### src/rtl/dda_ctrl_regbank.sv
// Avalon-MM control/status register bank for the DDA solver: parameters, initial
// values, on-chip step generation, timed solver reset and atomic state snapshot.
module dda_ctrl_regbank #(
    parameter int NUM_PARAMS = 3,
    parameter int NUM_STATES = 3,
    parameter int RST_CYCLES = 4,
    parameter int ADDR_W     = 5
) (
    input  logic                     clk,
    input  logic                     reset_n,
    input  logic [ADDR_W-1:0]        avs_address,
    input  logic                     avs_read,
    input  logic                     avs_write,
    input  logic [31:0]              avs_writedata,
    output logic [31:0]              avs_readdata,
    input  logic [NUM_STATES*32-1:0] state_in,
    output logic [NUM_PARAMS*32-1:0] param_out,
    output logic [NUM_STATES*32-1:0] init_out,
    output logic                     solver_reset,
    output logic                     step_en,
    output logic                     busy
);
    typedef enum logic [1:0] {
        S_IDLE      = 2'd0,
        S_RUN       = 2'd1,
        S_BURST     = 2'd2,
        S_RESETTING = 2'd3
    } state_t;

    state_t                  state_reg, state_next;
    logic [31:0]             div_reg, burst_len_reg, step_count_reg;
    logic [31:0]             burst_remain_reg, div_cnt_reg;
    logic [7:0]              rst_cnt_reg;
    logic                    snap_valid_reg;
    logic [NUM_STATES*32-1:0] snap_bus;
    logic [31:0]             readdata_reg, read_mux;
    logic [31:0]             addr;

    logic ctrl_wr, ctrl_srst, ctrl_run, ctrl_burst, ctrl_stop, ctrl_snap;
    logic stepping, rst_done, restart_div;

    assign addr        = 32'(avs_address);
    assign ctrl_wr     = avs_write && (addr == 32'd0);
    assign ctrl_srst   = ctrl_wr && avs_writedata[2];
    assign ctrl_run    = ctrl_wr && avs_writedata[0];
    assign ctrl_burst  = ctrl_wr && avs_writedata[1] && (burst_len_reg != 32'd0);
    assign ctrl_stop   = ctrl_wr && (avs_writedata[2:0] == 3'd0);
    assign ctrl_snap   = ctrl_wr && avs_writedata[3];

    assign stepping     = (state_reg == S_RUN) || (state_reg == S_BURST);
    assign step_en      = stepping && (div_cnt_reg == div_reg);
    assign rst_done     = (rst_cnt_reg == 8'(RST_CYCLES - 1));
    // Any CTRL write that (re)enters RUN or BURST realigns the divider phase.
    assign restart_div  = !ctrl_srst && (ctrl_run || ctrl_burst);
    assign solver_reset = (state_reg == S_RESETTING);
    assign busy         = (state_reg != S_IDLE);
    assign avs_readdata = readdata_reg;

    always_comb begin
        state_next = state_reg;
        if (state_reg == S_RESETTING && rst_done)
            state_next = S_IDLE;
        if (state_reg == S_BURST && step_en && burst_remain_reg == 32'd1)
            state_next = S_IDLE;
        if (ctrl_srst)
            state_next = S_RESETTING;
        else if (ctrl_run)
            state_next = S_RUN;
        else if (ctrl_burst)
            state_next = S_BURST;
        else if (ctrl_stop && stepping)
            state_next = S_IDLE;
    end

    always_ff @(posedge clk or negedge reset_n) begin
        if (!reset_n) begin
            state_reg        <= S_RESETTING;
            rst_cnt_reg      <= '0;
            div_cnt_reg      <= '0;
            step_count_reg   <= '0;
            burst_remain_reg <= '0;
            snap_valid_reg   <= 1'b0;
            div_reg          <= '0;
            burst_len_reg    <= '0;
            readdata_reg     <= '0;
        end else begin
            state_reg <= state_next;

            if (ctrl_srst)
                rst_cnt_reg <= '0;
            else if (state_reg == S_RESETTING && !rst_done)
                rst_cnt_reg <= rst_cnt_reg + 8'd1;

            if (restart_div || step_en || !stepping)
                div_cnt_reg <= '0;
            else
                div_cnt_reg <= div_cnt_reg + 32'd1;

            if (ctrl_srst || state_reg == S_RESETTING)
                step_count_reg <= '0;
            else if (step_en)
                step_count_reg <= step_count_reg + 32'd1;

            if (!ctrl_srst && !ctrl_run && ctrl_burst)
                burst_remain_reg <= burst_len_reg;
            else if (ctrl_stop && stepping)
                burst_remain_reg <= '0;
            else if (step_en && state_reg == S_BURST && burst_remain_reg != 32'd0)
                burst_remain_reg <= burst_remain_reg - 32'd1;

            if (ctrl_srst)
                snap_valid_reg <= 1'b0;
            else if (ctrl_snap)
                snap_valid_reg <= 1'b1;

            if (avs_write && addr == 32'd2)
                div_reg <= avs_writedata;
            if (avs_write && addr == 32'd3)
                burst_len_reg <= avs_writedata;

            // Registered read sees pre-write contents on a simultaneous write.
            if (avs_read)
                readdata_reg <= read_mux;
        end
    end

    generate
        for (genvar gi = 0; gi < NUM_PARAMS; gi++) begin : g_param
            logic [31:0] param_reg;
            always_ff @(posedge clk or negedge reset_n) begin
                if (!reset_n)
                    param_reg <= '0;
                else if (avs_write && addr == 32'(8 + gi))
                    param_reg <= avs_writedata;
            end
            assign param_out[32*gi +: 32] = param_reg;
        end

        for (genvar gi = 0; gi < NUM_STATES; gi++) begin : g_state
            logic [31:0] init_reg;
            logic [31:0] snap_reg;
            always_ff @(posedge clk or negedge reset_n) begin
                if (!reset_n) begin
                    init_reg <= '0;
                    snap_reg <= '0;
                end else begin
                    if (avs_write && addr == 32'(16 + gi))
                        init_reg <= avs_writedata;
                    if (ctrl_snap)
                        snap_reg <= state_in[32*gi +: 32];
                end
            end
            assign init_out[32*gi +: 32] = init_reg;
            assign snap_bus[32*gi +: 32] = snap_reg;
        end
    endgenerate

    always_comb begin
        read_mux = '0;
        case (addr)
            32'd1:   read_mux = {28'd0, state_reg, snap_valid_reg, busy};
            32'd2:   read_mux = div_reg;
            32'd3:   read_mux = burst_len_reg;
            32'd4:   read_mux = step_count_reg;
            32'd5:   read_mux = burst_remain_reg;
            default: read_mux = '0;
        endcase
        for (int i = 0; i < NUM_PARAMS; i++)
            if (addr == 32'(8 + i))
                read_mux = param_out[32*i +: 32];
        for (int i = 0; i < NUM_STATES; i++) begin
            if (addr == 32'(16 + i))
                read_mux = init_out[32*i +: 32];
            if (addr == 32'(24 + i))
                read_mux = snap_bus[32*i +: 32];
        end
    end
endmodule

### config.mk
export PLATFORM = sky130hd
export DESIGN_NAME = dda_ctrl_regbank
export DESIGN_NICKNAME = d
export VERILOG_FILES = /design/src/rtl/dda_ctrl_regbank.sv
export SDC_FILE = /design/constraint.sdc
export NUM_CORES = 1
export LEC_CHECK = 0
export CORE_ASPECT_RATIO = 1.75
export CORE_MARGIN = 8
export CORE_UTILIZATION = 45
export CTS_CLUSTER_SIZE = 28
export DETAILED_ROUTE_END_ITERATION = 8
export GPL_ROUTABILITY_DRIVEN = 1
export GPL_TIMING_DRIVEN = 1
export PLACE_DENSITY = 0.79
export SLEW_MARGIN = 0
export SYNTH_ARGS = -nofsm -noshare
export SYNTH_HDL_FRONTEND = slang
export SYNTH_SLANG_ARGS = --single-unit
### constraint.sdc
create_clock -name clk -period 3.9 [get_ports clk]
set_input_delay 0.39 -clock clk [delete_from_list [all_inputs] [get_ports clk]]
set_output_delay 0.39 -clock clk [all_outputs]
set_load 0.005 [all_outputs]
==> results of run 1 <==
kinds of logic (layout without fill, tap and decap cells):
group                      after synthesis  count (layout)
other                                    0               7
buffers and inverters                  179             569
AOI/OAI and AO/OA                      427             427
muxes                                  355             355
and+or+nand+nor                        613             613
xor gates and xnor gates                73              73
adders and majority gates                8               8
DFF                                    491             491
synthesized netlist by cell type, types with 15 or more instances:
cell type | n | share of area [%]
a21oi_1 | 62 | 1.3
a221o_1 | 15 | 0.63
a221oi_1 | 28 | 1.0
a222oi_1 | 18 | 0.75
a22oi_1 | 70 | 2.2
and3_1 | 22 | 0.58
buf_1 | 15 | 0.24
buf_2 | 19 | 0.40
clkbuf_1 | 107 | 1.7
dfrtp_1 | 489 | 51
inv_1 | 34 | 0.53
mux2_2 | 338 | 16
mux2i_1 | 17 | 0.71
nand2_1 | 148 | 2.3
nand3_1 | 71 | 1.5
nand4_1 | 44 | 1.2
nor2_1 | 135 | 2.1
nor3_1 | 48 | 1.0
nor4_1 | 24 | 0.63
o211ai_1 | 16 | 0.50
o21ai_0 | 73 | 1.5
o22ai_1 | 20 | 0.52
or3_1 | 16 | 0.42
or4_1 | 23 | 0.72
xnor2_1 | 17 | 0.62
xor2_1 | 55 | 2.0
worst max-delay path, cell delays in order, from the launching register on:
cell,delay (ns)
dfstp_2,0.57
inv_1,0.07
ha_1,0.49
and3_1,0.38
and3_1,0.38
clkdlybuf4s50_1,0.58
path summary, 6_finish.rpt:
kind | slack [ns] | startpoint | end | depth (start not counted)
setup reg to reg | 0.67 | div_reg[25]$_DFFE_PN0P_ | state_reg[0]$_DFFE_PN1P_ | 6
hold / removal | 0.40 | avs_read | avs_readdata[28]$_DFFE_PN0P_ | 2
max in group asynchronous | 2.32 | reset_n | g_param[1].param_reg[14]$_DFFE_PN0P_ | 3
min in group asynchronous | 0.45 | reset_n | g_state[0].init_reg[14]$_DFFE_PN0P_ | 2
setup / recovery | 0.46 | state_reg[0]$_DFFE_PN1P_ | step_en | 5
hold reg to reg | 0.51 | g_state[0].snap_reg[12]$_DFFE_PN0P_ | g_state[0].snap_reg[12]$_DFFE_PN0P_ | 1
placed cells by master, fill, tap and decap left out, types with 45 or more instances in the layout:
| cell type | count |
|---|---|
| a21oi_1 | 62 |
| a22oi_1 | 70 |
| buf_4 | 77 |
| clkbuf_16 | 45 |
| clkdlybuf4s50_1 | 361 |
| dfrtp_1 | 489 |
| mux2_2 | 338 |
| nand2_1 | 146 |
| nand3_1 | 70 |
| nor2_1 | 126 |
| nor3_1 | 48 |
| o21ai_0 | 73 |
| xor2_1 | 55 |
power by group through the flow:
| stage | registers (W) | clock network (W) | logic (W) |
|---|---|---|---|
| final | 0.00696 | 0.00446 | 0.00298 |
| after global routing | 0.00702 | 0.00470 | 0.00318 |
| after CTS | 0.00691 | 0.00450 | 0.00299 |
| after detailed placement | 0.00699 | 0 | 0.00296 |
| after global placement | 0.00697 | 0 | 0.00288 |
| after floorplan | 0.00660 | 0 | 0.00122 |
timing repair:
action | CTS | global route
endpoints found under the hold margin | 94 | 0
resized for setup | 0 | 0
buffers inserted | 0 | 0
hold buffers | 1 | 0
layout make-up:
type | instances | area [um2] | share of cell area [%]
Sequential cell | 491 | 12300 | 40.7
Multi-Input combinational cell | 1476 | 11000 | 36.4
Timing Repair Buffer | 455 | 4490 | 14.9
Clock buffer | 63 | 1290 | 4.28
Tap cell | 684 | 856 | 2.83
Clock inverter | 17 | 156 | 0.518
Inverter | 34 | 128 | 0.422
Antenna cell | 7 | 17.5 | 0.0580
metal layers:
layer	up-vias	track usage, %
met5	-	0
met4	0	23.0
met3	421	5.74
met2	1339	52.3
met1	10563	35.7
li1	8745	-
stage by stage:
| step | total power [W] | std cells | hold slack [ns] | setup slack [ns] |
|---|---|---|---|---|
| finish | 0.0144 | 3227 | 0.404 | 0.459 |
| global route | 0.0149 | 3225 | 0.390 | 0.414 |
| CTS | 0.0144 | 3219 | 0.354 | 0.369 |
| detailed placement | 0.00995 | 3138 | 0.495 | 0.223 |
| global placement | 0.00985 | 3138 | 0.486 | 0.183 |
| floorplan | 0.00782 | 2146 | 0.0944 | 1.41 |
==> out/qor.yml, run 1 <==
run_status:
  status: "finished, final reports clean"
place:
  hpwl_um: 73500
  place_area_um2: 28700
  port_buffers: 363
  place.gp.congestion: 1.06
yosys:
  synthesis.nets: 2291
  yosysSeqAreaShare_pct: 51.4
  synth-xor-area-share_pct: 2.70
  synthSimpleGateAreaFrac_pct: 13.0
  synth-edff-count: 0
  synth_top_family_by_area: "multiplexers"
  ys_warn_count: 0
  avgSynthCellArea_um2: 11.1
  syn_area_um2: 23900
  ys_async_sr_fraction_pct: 100
  ys_types: 81
  synthFlopType: "dfrtp_1"
  synthMuxAreaShare_pct: 16.6
  synth-adder-area-share_pct: 0.418
  synth_compound_area_share_pct: 12.9
  syn_inst: 2146
  ys_ff_latch: 491
routing:
  routed_via_density: 6.53
  ant_nets: 0
  wl_met3_um: 7690
  drc: 0
  drt_iter0_drc: 2023
  dr.max_layer_used: "met4"
  route.met2.wl_um: 48000
  num_vias: 21068
  wl_met1_um: 34500
  first_pass_iters: 9
  wl_per_cell_um: 30.5
  drt-total-wl_um: 98600
sta:
  slew_violations: 0
  hold_violations: 0
  grt_setup_unrepaired: "no"
  worstMarginPinSlew_ns: 0.948
  max-slew-margin-rel_pct: 35.2
  min_period_ns: 3.44
  fin_worst_skew_ns: 0.0226
  post-route-period-util_pct: 88.2
  fmax_mhz: 291
  fin_setup_tns_ns: 0
  setup_viol_count_final: 0
flow_run:
  maxCapViolCount: 0
pwr:
  p_leak_nw: 13.3
  switching_share_pct: 30.6
  switching_power_w: 0.00440
  sequentialPowerShare_pct: 48.3
  power.internal_w: 0.0100
  power_frac_comb_pct: 20.7
  clockPowerShare_pct: 31.0
  peakVddDrop_mv: 0.404
  cellPowerDensity_nw_per_um2: 477
global_routing:
  grt_max_degree: 106
  grt_pass1_vias: 22019
  grt.overflow.total: 0
  grt_usage_pct: 31.4
  grt_pass1_wl_um: 145000
  grt_antenna_before_repair: 6
layout:
  syn_to_final_growth_pct: 26.3
  nets: 2648
  fillers: 4412
  drive_gt1_share_pct: 21.4
  finish.utilization_pct: 57.0
  finalInstanceArea_um2: 30200
floorplan:
  core_area_um2: 53000
  fp.dieH_um: 321
  pin_count: 364
  die-area_um2: 61100
  row_count: 112
  fp.dieW_um: 190
  start_util_pct: 45.2
clock_network:
  clock_sinks: 491
  cts-htree-levels: 2
  cts_root_buf: "clkbuf_16"
  insertion_delay_ns: 0.58
  clk_pin_slew_ns: 0.07
  cts_tree: "yes"
  clock_path_buffers: 3
  cts_made_buffers: 45
setup_path:
  cp-start-kind: "flop"
  required_ns: 3.51
  critical_path_class: "flop to primary output"
  worstPathMaxFanout: 5
  arrival_ns: 3.05
  end_kind: "primary output"
hold_path:
  hold_class: "input pin to flop"
No activity file was read; power rests on OpenSTA's default activity.
==> run 2, diff against run 1 <==
--- a/config.mk
+++ b/config.mk
@@ -5,14 +5,17 @@
 export SDC_FILE = /design/constraint.sdc
 export NUM_CORES = 1
 export LEC_CHECK = 0
+export ABC_AREA = 0
 export CORE_ASPECT_RATIO = 1.75
 export CORE_MARGIN = 8
 export CORE_UTILIZATION = 45
+export CTS_BUF_LIST = sky130_fd_sc_hd__clkbuf_8
 export CTS_CLUSTER_SIZE = 28
 export DETAILED_ROUTE_END_ITERATION = 8
 export GPL_ROUTABILITY_DRIVEN = 1
 export GPL_TIMING_DRIVEN = 1
 export PLACE_DENSITY = 0.79
+export RECOVER_POWER = 100
 export SLEW_MARGIN = 0
 export SYNTH_ARGS = -nofsm -noshare
 export SYNTH_HDL_FRONTEND = slang
==> run 2 against run 1 <==
Effect of this change: the flow now finishes with violations (capacitance limit, slew limit); maximum frequency fell by 4.6%; clock skew grew 0.0078 ns; register-to-register slack worse by 0.27 ns; worst hold slack lost 0.063 ns; critical path depth grew 2; count of clock-buffer cells in the layout rose by 28; clock power is 2% lower; via count is 0.56% higher; combinational power fell by 6%; highest routed layer unchanged.
==> out/qor.yml, run 2 (synthesized netlist as in run 1, its figures left out) <==
run_status:
  status: "finished with violations"  # was finished, final reports clean
  violations: "capacitance limit, slew limit"
setup_path:
  required_ns: 4.41  # was 3.51 ns
  worstReg2RegEnd: "div_cnt_reg[17]$_DFF_PN0_"  # was state_reg[0]$_DFFE_PN1P_
  end_kind: "flop"  # was primary output
  rr_startpoint: "div_reg[25]$_DFFE_PN0P_"  # unchanged
  cp.depth: 7  # was 5
  cp_cell_sequence: "dlygate4sd3_1, clkbuf_1, nand3b_1, nor2_4, nand2_1, clkbuf_2, mux2_2"  # was inv_1, ha_1, and3_1, and3_1, clkdlybuf4s50_1
  worst-path-buf-inv: 3  # was 2
  critical_path_class: "input pin to flop"  # was flop to primary output
  max_stage_delay_ns: 0.71  # was 0.58 ns
  r2r_setup_slack_ns: 0.40  # was 0.67 ns
  cp_slowest_cell: "clkbuf_2"  # was clkdlybuf4s50_1
  cp-start-kind: "input pin"  # was flop
  worstPathMaxFanout: 27  # was 5
  ff2ff_path_depth: 7  # was 6
  arrival_ns: 4.12  # was 3.05 ns
  path_delay_family: "buffers and inverters"  # was simple AND/OR/NAND/NOR gates
routing:
  first_pass_iters: 7  # was 9
  wl_per_cell_um: 30.3  # was 30.5 um
  routed_via_density: 6.47  # was 6.53
  drt_iter0_drc: 2053  # was 2,023
  drc: 0  # unchanged
  num_vias: 21186  # was 21.1k
  drt-total-wl_um: 99300  # was 98,600 um
  ant_nets: 0  # unchanged
global_routing:
  grt.overflow.total: 0  # unchanged
  grt_max_degree: 106  # unchanged
  use_met1_pct: 35.4  # was 35.7%
  grt_antenna_before_repair: 7  # was 6
  grt_pass1_wl_um: 145000  # about the same
  grt_pass1_vias: 22251  # was 22.0k
  grt_usage_pct: 31.7  # was 31.4%
  met2_usage_pct: 52.6  # was 52.3%
  grt_busiest_layer: "met2"  # unchanged
  met3_usage_pct: 6.66  # was 5.74%
clock_network:
  cts_tree: "yes"  # unchanged
  clock_sinks: 491  # unchanged
  post_cts_buffers: 0  # unchanged
  cts-htree-levels: 3  # was 2
  clk_pin_slew_ns: 0.07  # about the same
  cts_root_buf: "clkbuf_8"  # was clkbuf_16
  cts_made_buffers: 72  # was 45
  clock_path_buffers: 3  # unchanged
  insertion_delay_ns: 0.65  # was 0.58 ns
sta:
  worstMarginPinSlew_ns: 3.03  # was 0.948 ns
  fmax_mhz: 277  # was 291 MHz
  hold_violations: 0  # unchanged
  fin_setup_tns_ns: 0  # unchanged
  min_period_ns: 3.61  # was 3.44 ns
  fin_worst_skew_ns: 0.0304  # was 0.0226 ns
  grt_setup_unrepaired: "no"  # unchanged
  setup_viol_count_final: 0  # unchanged
  max-slew-margin-rel_pct: -102  # was 35.2%
  slew_violations: 229  # was 0
  post-route-period-util_pct: 92.5  # was 88.2%
  hold_slack_ns: 0.341  # was 0.404 ns
hold_path:
  hp-start: "avs_read"  # unchanged
  hold_class: "input pin to flop"  # unchanged
  min_path_cells: 2  # unchanged
  min_to: "avs_readdata[28]$_DFFE_PN0P_"  # unchanged
place:
  hpwl_um: 73500  # unchanged
  port_buffers: 363  # unchanged
  place_area_um2: 28700  # unchanged
  place.gp.congestion: 1.06  # unchanged
pwr:
  peakVddDrop_mv: 0.293  # was 0.404 mV
  p_leak_nw: 13.7  # was 13.3 nW
  cellPowerDensity_nw_per_um2: 469  # was 477 nW/um2
  design_power_total_w: 0.0141  # was 0.0144 W
layout:
  layout_common_cells: "dfrtp_1 (489), mux2_2 (338), dlygate4sd3_1 (229)"  # was dfrtp_1 (489), clkdlybuf4s50_1 (361), mux2_2 (338)
  nets: 2675  # was 2,648
  syn_to_final_growth_pct: 25.7  # was 26.3%
  finalInstanceArea_um2: 30100  # was 30,200 um2
  fillers: 4456  # was 4,412
  layout_commonest_cell: "dfrtp_1"  # unchanged
  finish.utilization_pct: 56.8  # was 57.0%
  drive_gt1_share_pct: 21.5  # was 21.4%
floorplan:
  core_area_um2: 53000  # unchanged
  start_util_pct: 45.2  # unchanged
  pin_count: 364  # unchanged
  fp.dieW_um: 190  # unchanged
  row_count: 112  # unchanged
  fp.dieH_um: 321  # unchanged
  die-area_um2: 61100  # unchanged
flow_run:
  maxCapViolCount: 3  # was 0
## run 2: cell types whose count changed in the layout (fill, tap and decap cells not counted), moves of 7 or more
cell             before  now
clkdlybuf4s50_1     361  133
clkbuf_1              8   15
clkbuf_16            45    0
dlygate4sd3_1         1  229
inv_1                34   54
buf_4                77   56
clkbuf_8             10   91
clkbuf_2              0   12
## run 2: layer usage
metal	wire length, um	part of all wire, %	up-vias
li1	-	-	8826
met1	34500	35	10633
met2	48200	49	1301
met3	8200	8.3	426
met4	8390	8.4	0
met5	0	0	-
## run 2: final cells by class
class                      count  area, um2  area share, %
multi-input combinational   1476      10900           36.4
tap                          684        856           2.85
clock inverter                40        246          0.820
antenna                        6       15.0         0.0499
sequential                   491      12300           40.9
timing repair buffer         455       4330           14.4
inverter                      34        128          0.424
clock buffer                  91       1250           4.17
## run 2: worst max path at each step
stage                                                      end                            start
after floorplan               burst_remain_reg[29]$_DFFE_PN0P_  burst_remain_reg[4]$_DFFE_PN0P_
after global placement             avs_readdata[1]$_DFFE_PN0P_                   avs_address[3]
after detailed placement           avs_readdata[1]$_DFFE_PN0P_                   avs_address[3]
after CTS                     burst_remain_reg[29]$_DFFE_PN0P_         div_cnt_reg[0]$_DFF_PN0_
after global routing                 div_cnt_reg[15]$_DFF_PN0_          div_reg[25]$_DFFE_PN0P_
final                     g_param[2].param_reg[26]$_DFFE_PN0P_                   avs_address[3]
## run 2: report_power, final
group / total (W) / internal (W) / switching, W
Combinational: 0.00280 / 0.00149 / 0.00131
Sequential: 0.00694 / 0.00593 / 0.00101
Clock: 0.00438 / 0.00226 / 0.00212
## run 2: per-stage QoR
stage,setup slack (ns),cells
2_1_floorplan,1.41,2146
3_3_place_gp,0.183,3138
3_5_place_dp,0.223,3138
4_1_cts,0.400,3270
5_1_grt,0.185,3277
6_report,0.294,3277
## run 2: repair_timing
action / CTS / global route
resized for setup: 0 / 0
endpoints found under the hold margin: 94 / 0
hold buffers: 1 / 0
==> run 3, diff against run 2 <==
--- a/config.mk
+++ b/config.mk
@@ -15,8 +15,8 @@
 export GPL_ROUTABILITY_DRIVEN = 1
 export GPL_TIMING_DRIVEN = 1
 export PLACE_DENSITY = 0.79
-export RECOVER_POWER = 100
-export SLEW_MARGIN = 0
+export RECOVER_POWER = 25
+export SLEW_MARGIN = 20
 export SYNTH_ARGS = -nofsm -noshare
 export SYNTH_HDL_FRONTEND = slang
 export SYNTH_SLANG_ARGS = --single-unit
==> run 3 against run 2 <==
Effect of this change: the run still ends with capacitance limit, slew limit left; register-to-register slack improved by 0.24 ns; non-clock buffer count fell by 1; clock skew rose by 0.0015 ns; utilization rose by 0.29 points; global-route usage fell by 0.14 points; flip-flop and latch count did not move; critical endpoint is now step_en; cell area rose by 0.51%; total power rose by 1.1%.
==> out/qor.yml, run 3 (synthesized netlist as in run 1, its figures left out) <==
hold_path:
  min_path_cells: 2  # unchanged
  hold_class: "input pin to flop"  # unchanged
  hp-start: "avs_read"  # unchanged
  min_to: "avs_readdata[28]$_DFFE_PN0P_"  # unchanged
layout:
  layout_common_cells: "dfrtp_1 (489), clkdlybuf4s50_1 (361), mux2_2 (338)"  # was dfrtp_1 (489), mux2_2 (338), dlygate4sd3_1 (229)
  drive_gt1_share_pct: 22.3  # was 21.5%
  layout_commonest_cell: "dfrtp_1"  # unchanged
  nets: 2674  # was 2,675
  syn_to_final_growth_pct: 26.3  # was 25.7%
run_status:
  status: "finished with violations"  # unchanged
  violations: "capacitance limit, slew limit"  # unchanged
sta:
  min_period_ns: 3.51  # was 3.61 ns
  fin_setup_tns_ns: 0  # unchanged
  finalWorstSetupSlack_ns: 0.393  # was 0.294 ns
  fmax_mhz: 285  # was 277 MHz
  hold_violations: 0  # unchanged
  slew_violations: 102  # was 229
  hold_slack_ns: 0.367  # was 0.341 ns
  max-slew-margin-rel_pct: -104  # was -102%
  fin_worst_skew_ns: 0.0319  # was 0.0304 ns
  post-route-period-util_pct: 89.9  # was 92.5%
  worstMarginPinSlew_ns: 3.05  # was 3.03 ns
  setup_viol_count_final: 0  # unchanged
  grt_setup_unrepaired: "no"  # unchanged
routing:
  num_vias: 21054  # was 21.2k
  drt-total-wl_um: 98400  # was 99,300 um
  first_pass_iters: 8  # was 7
  ant_nets: 0  # unchanged
  drt_iter0_drc: 2119  # was 2,053
  routed_via_density: 6.43  # was 6.47
  drc: 0  # unchanged
  wl_per_cell_um: 30.1  # was 30.3 um
setup_path:
  required_ns: 3.51  # was 4.41 ns
  cp-start-kind: "flop"  # was input pin
  arrival_ns: 3.12  # was 4.12 ns
  critical_path_class: "flop to primary output"  # was input pin to flop
  rr_startpoint: "div_reg[25]$_DFFE_PN0P_"  # unchanged
  end_kind: "primary output"  # was flop
  r2r_setup_slack_ns: 0.64  # was 0.40 ns
  ff2ff_path_depth: 6  # was 7
  worstPathMaxFanout: 5  # was 27
  worstReg2RegEnd: "state_reg[0]$_DFFE_PN1P_"  # was div_cnt_reg[17]$_DFF_PN0_
place:
  place.gp.congestion: 1.06  # unchanged
  hpwl_um: 73500  # about the same
  port_buffers: 363  # unchanged
  pre_cts_ws_ns: 0.235  # was 0.223 ns
floorplan:
  core_area_um2: 53000  # unchanged
  pin_count: 364  # unchanged
  fp.dieH_um: 321  # unchanged
  die-area_um2: 61100  # unchanged
  row_count: 112  # unchanged
  fp.dieW_um: 190  # unchanged
  start_util_pct: 45.2  # unchanged
pwr:
  cellPowerDensity_nw_per_um2: 472  # was 469 nW/um2
  p_leak_nw: 13.4  # was 13.7 nW
  peakVddDrop_mv: 0.281  # was 0.293 mV
global_routing:
  grt_usage_pct: 31.6  # was 31.7%
  grt_pass1_vias: 22241  # was 22.3k
  grt_antenna_before_repair: 6  # was 7
  grt.overflow.total: 0  # unchanged
  grt_pass1_wl_um: 145000  # about the same
  grt_max_degree: 106  # unchanged
flow_run:
  maxCapViolCount: 1  # was 3
clock_network:
  clock_sinks: 491  # unchanged
  clk_pin_slew_ns: 0.07  # about the same
  cts_tree: "yes"  # unchanged
  cts-htree-levels: 3  # unchanged
  clock_path_buffers: 3  # unchanged
  cts_root_buf: "clkbuf_8"  # unchanged
  cts_made_buffers: 72  # unchanged
  insertion_delay_ns: 0.64  # was 0.65 ns
==> run 3: changes by cell type in the layout (fill, tap and decap cells not counted), sizes merged <==
cell	delta
bufinv	+1
clkinvlp	-1
buf	+25
inv	+1
dlygate4sd3	-228
clkbuf	-30
clkdlybuf4s50	+228
clkinv	-1
==> run 3: timing repair <==
action,CTS,global route
gates resized for setup,0,0
hold endpoints to repair,94,0
buffers inserted,0,0
hold buffers,1,0
==> run 3: worst max-delay path by stage <==
stage                                               start  depth (start not counted)                                to  slack [ns]
after floorplan           burst_remain_reg[4]$_DFFE_PN0P_                          6  burst_remain_reg[29]$_DFFE_PN0P_        1.41
after global placement                     avs_address[3]                          9       avs_readdata[1]$_DFFE_PN0P_        0.18
after detailed placement                   avs_address[3]                          9       avs_readdata[1]$_DFFE_PN0P_        0.23
after CTS                        state_reg[0]$_DFFE_PN1P_                          5                           step_en        0.41
after global routing                              reset_n                          3  burst_remain_reg[30]$_DFFE_PN0P_        0.32
final                            state_reg[0]$_DFFE_PN1P_                          5                           step_en        0.39
==> run 3: layer usage <==
layer	global-route usage, %	wire length (um)	vias to the layer above
met5	0	0	-
met4	23.9	8320	0
met3	6.64	7550	419
met2	52.4	48000	1273
met1	35.1	34600	10556
li1	-	-	8806
==> run 3: layout make-up <==
class                      count  area (um2)
clock inverter                40         273
inverter                      34         128
timing repair buffer         454        4470
sequential                   491       12300
tap                          684         856
antenna                        6        15.0
fill                        4444       22800
multi-input combinational   1476       11000
clock buffer                  87        1200
==> run 3: power breakdown <==
| part | internal, W | switching [W] | total (W) | leakage, nW |
|---|---|---|---|---|
| Clock | 0.00224 | 0.00209 | 0.00433 | 0.837 |
| Sequential | 0.00593 | 0.00103 | 0.00696 | 6.36 |
| Combinational | 0.00167 | 0.00131 | 0.00298 | 6.20 |
==> run 3: worst max-delay path, stage by stage, from the launching register on <==
cell             delay (ns)
dfstp_2                0.57
inv_1                  0.07
ha_1                   0.49
and3_1                 0.38
and3_1                 0.41
clkdlybuf4s50_1        0.57
==> run 3: metrics by stage <==
stage / instances / power, W / area, um2 / util (%)
floorplan: 2146 / 0.00782 / 23900 / -
global placement: 3138 / 0.00985 / 28700 / 54.2
detailed placement: 3138 / 0.00995 / 28700 / 54.3
CTS: 3266 / 0.0143 / 30200 / 57.0
global route: 3271 / 0.0148 / 30200 / 57.0
finish: 3272 / 0.0143 / 30200 / 57.1
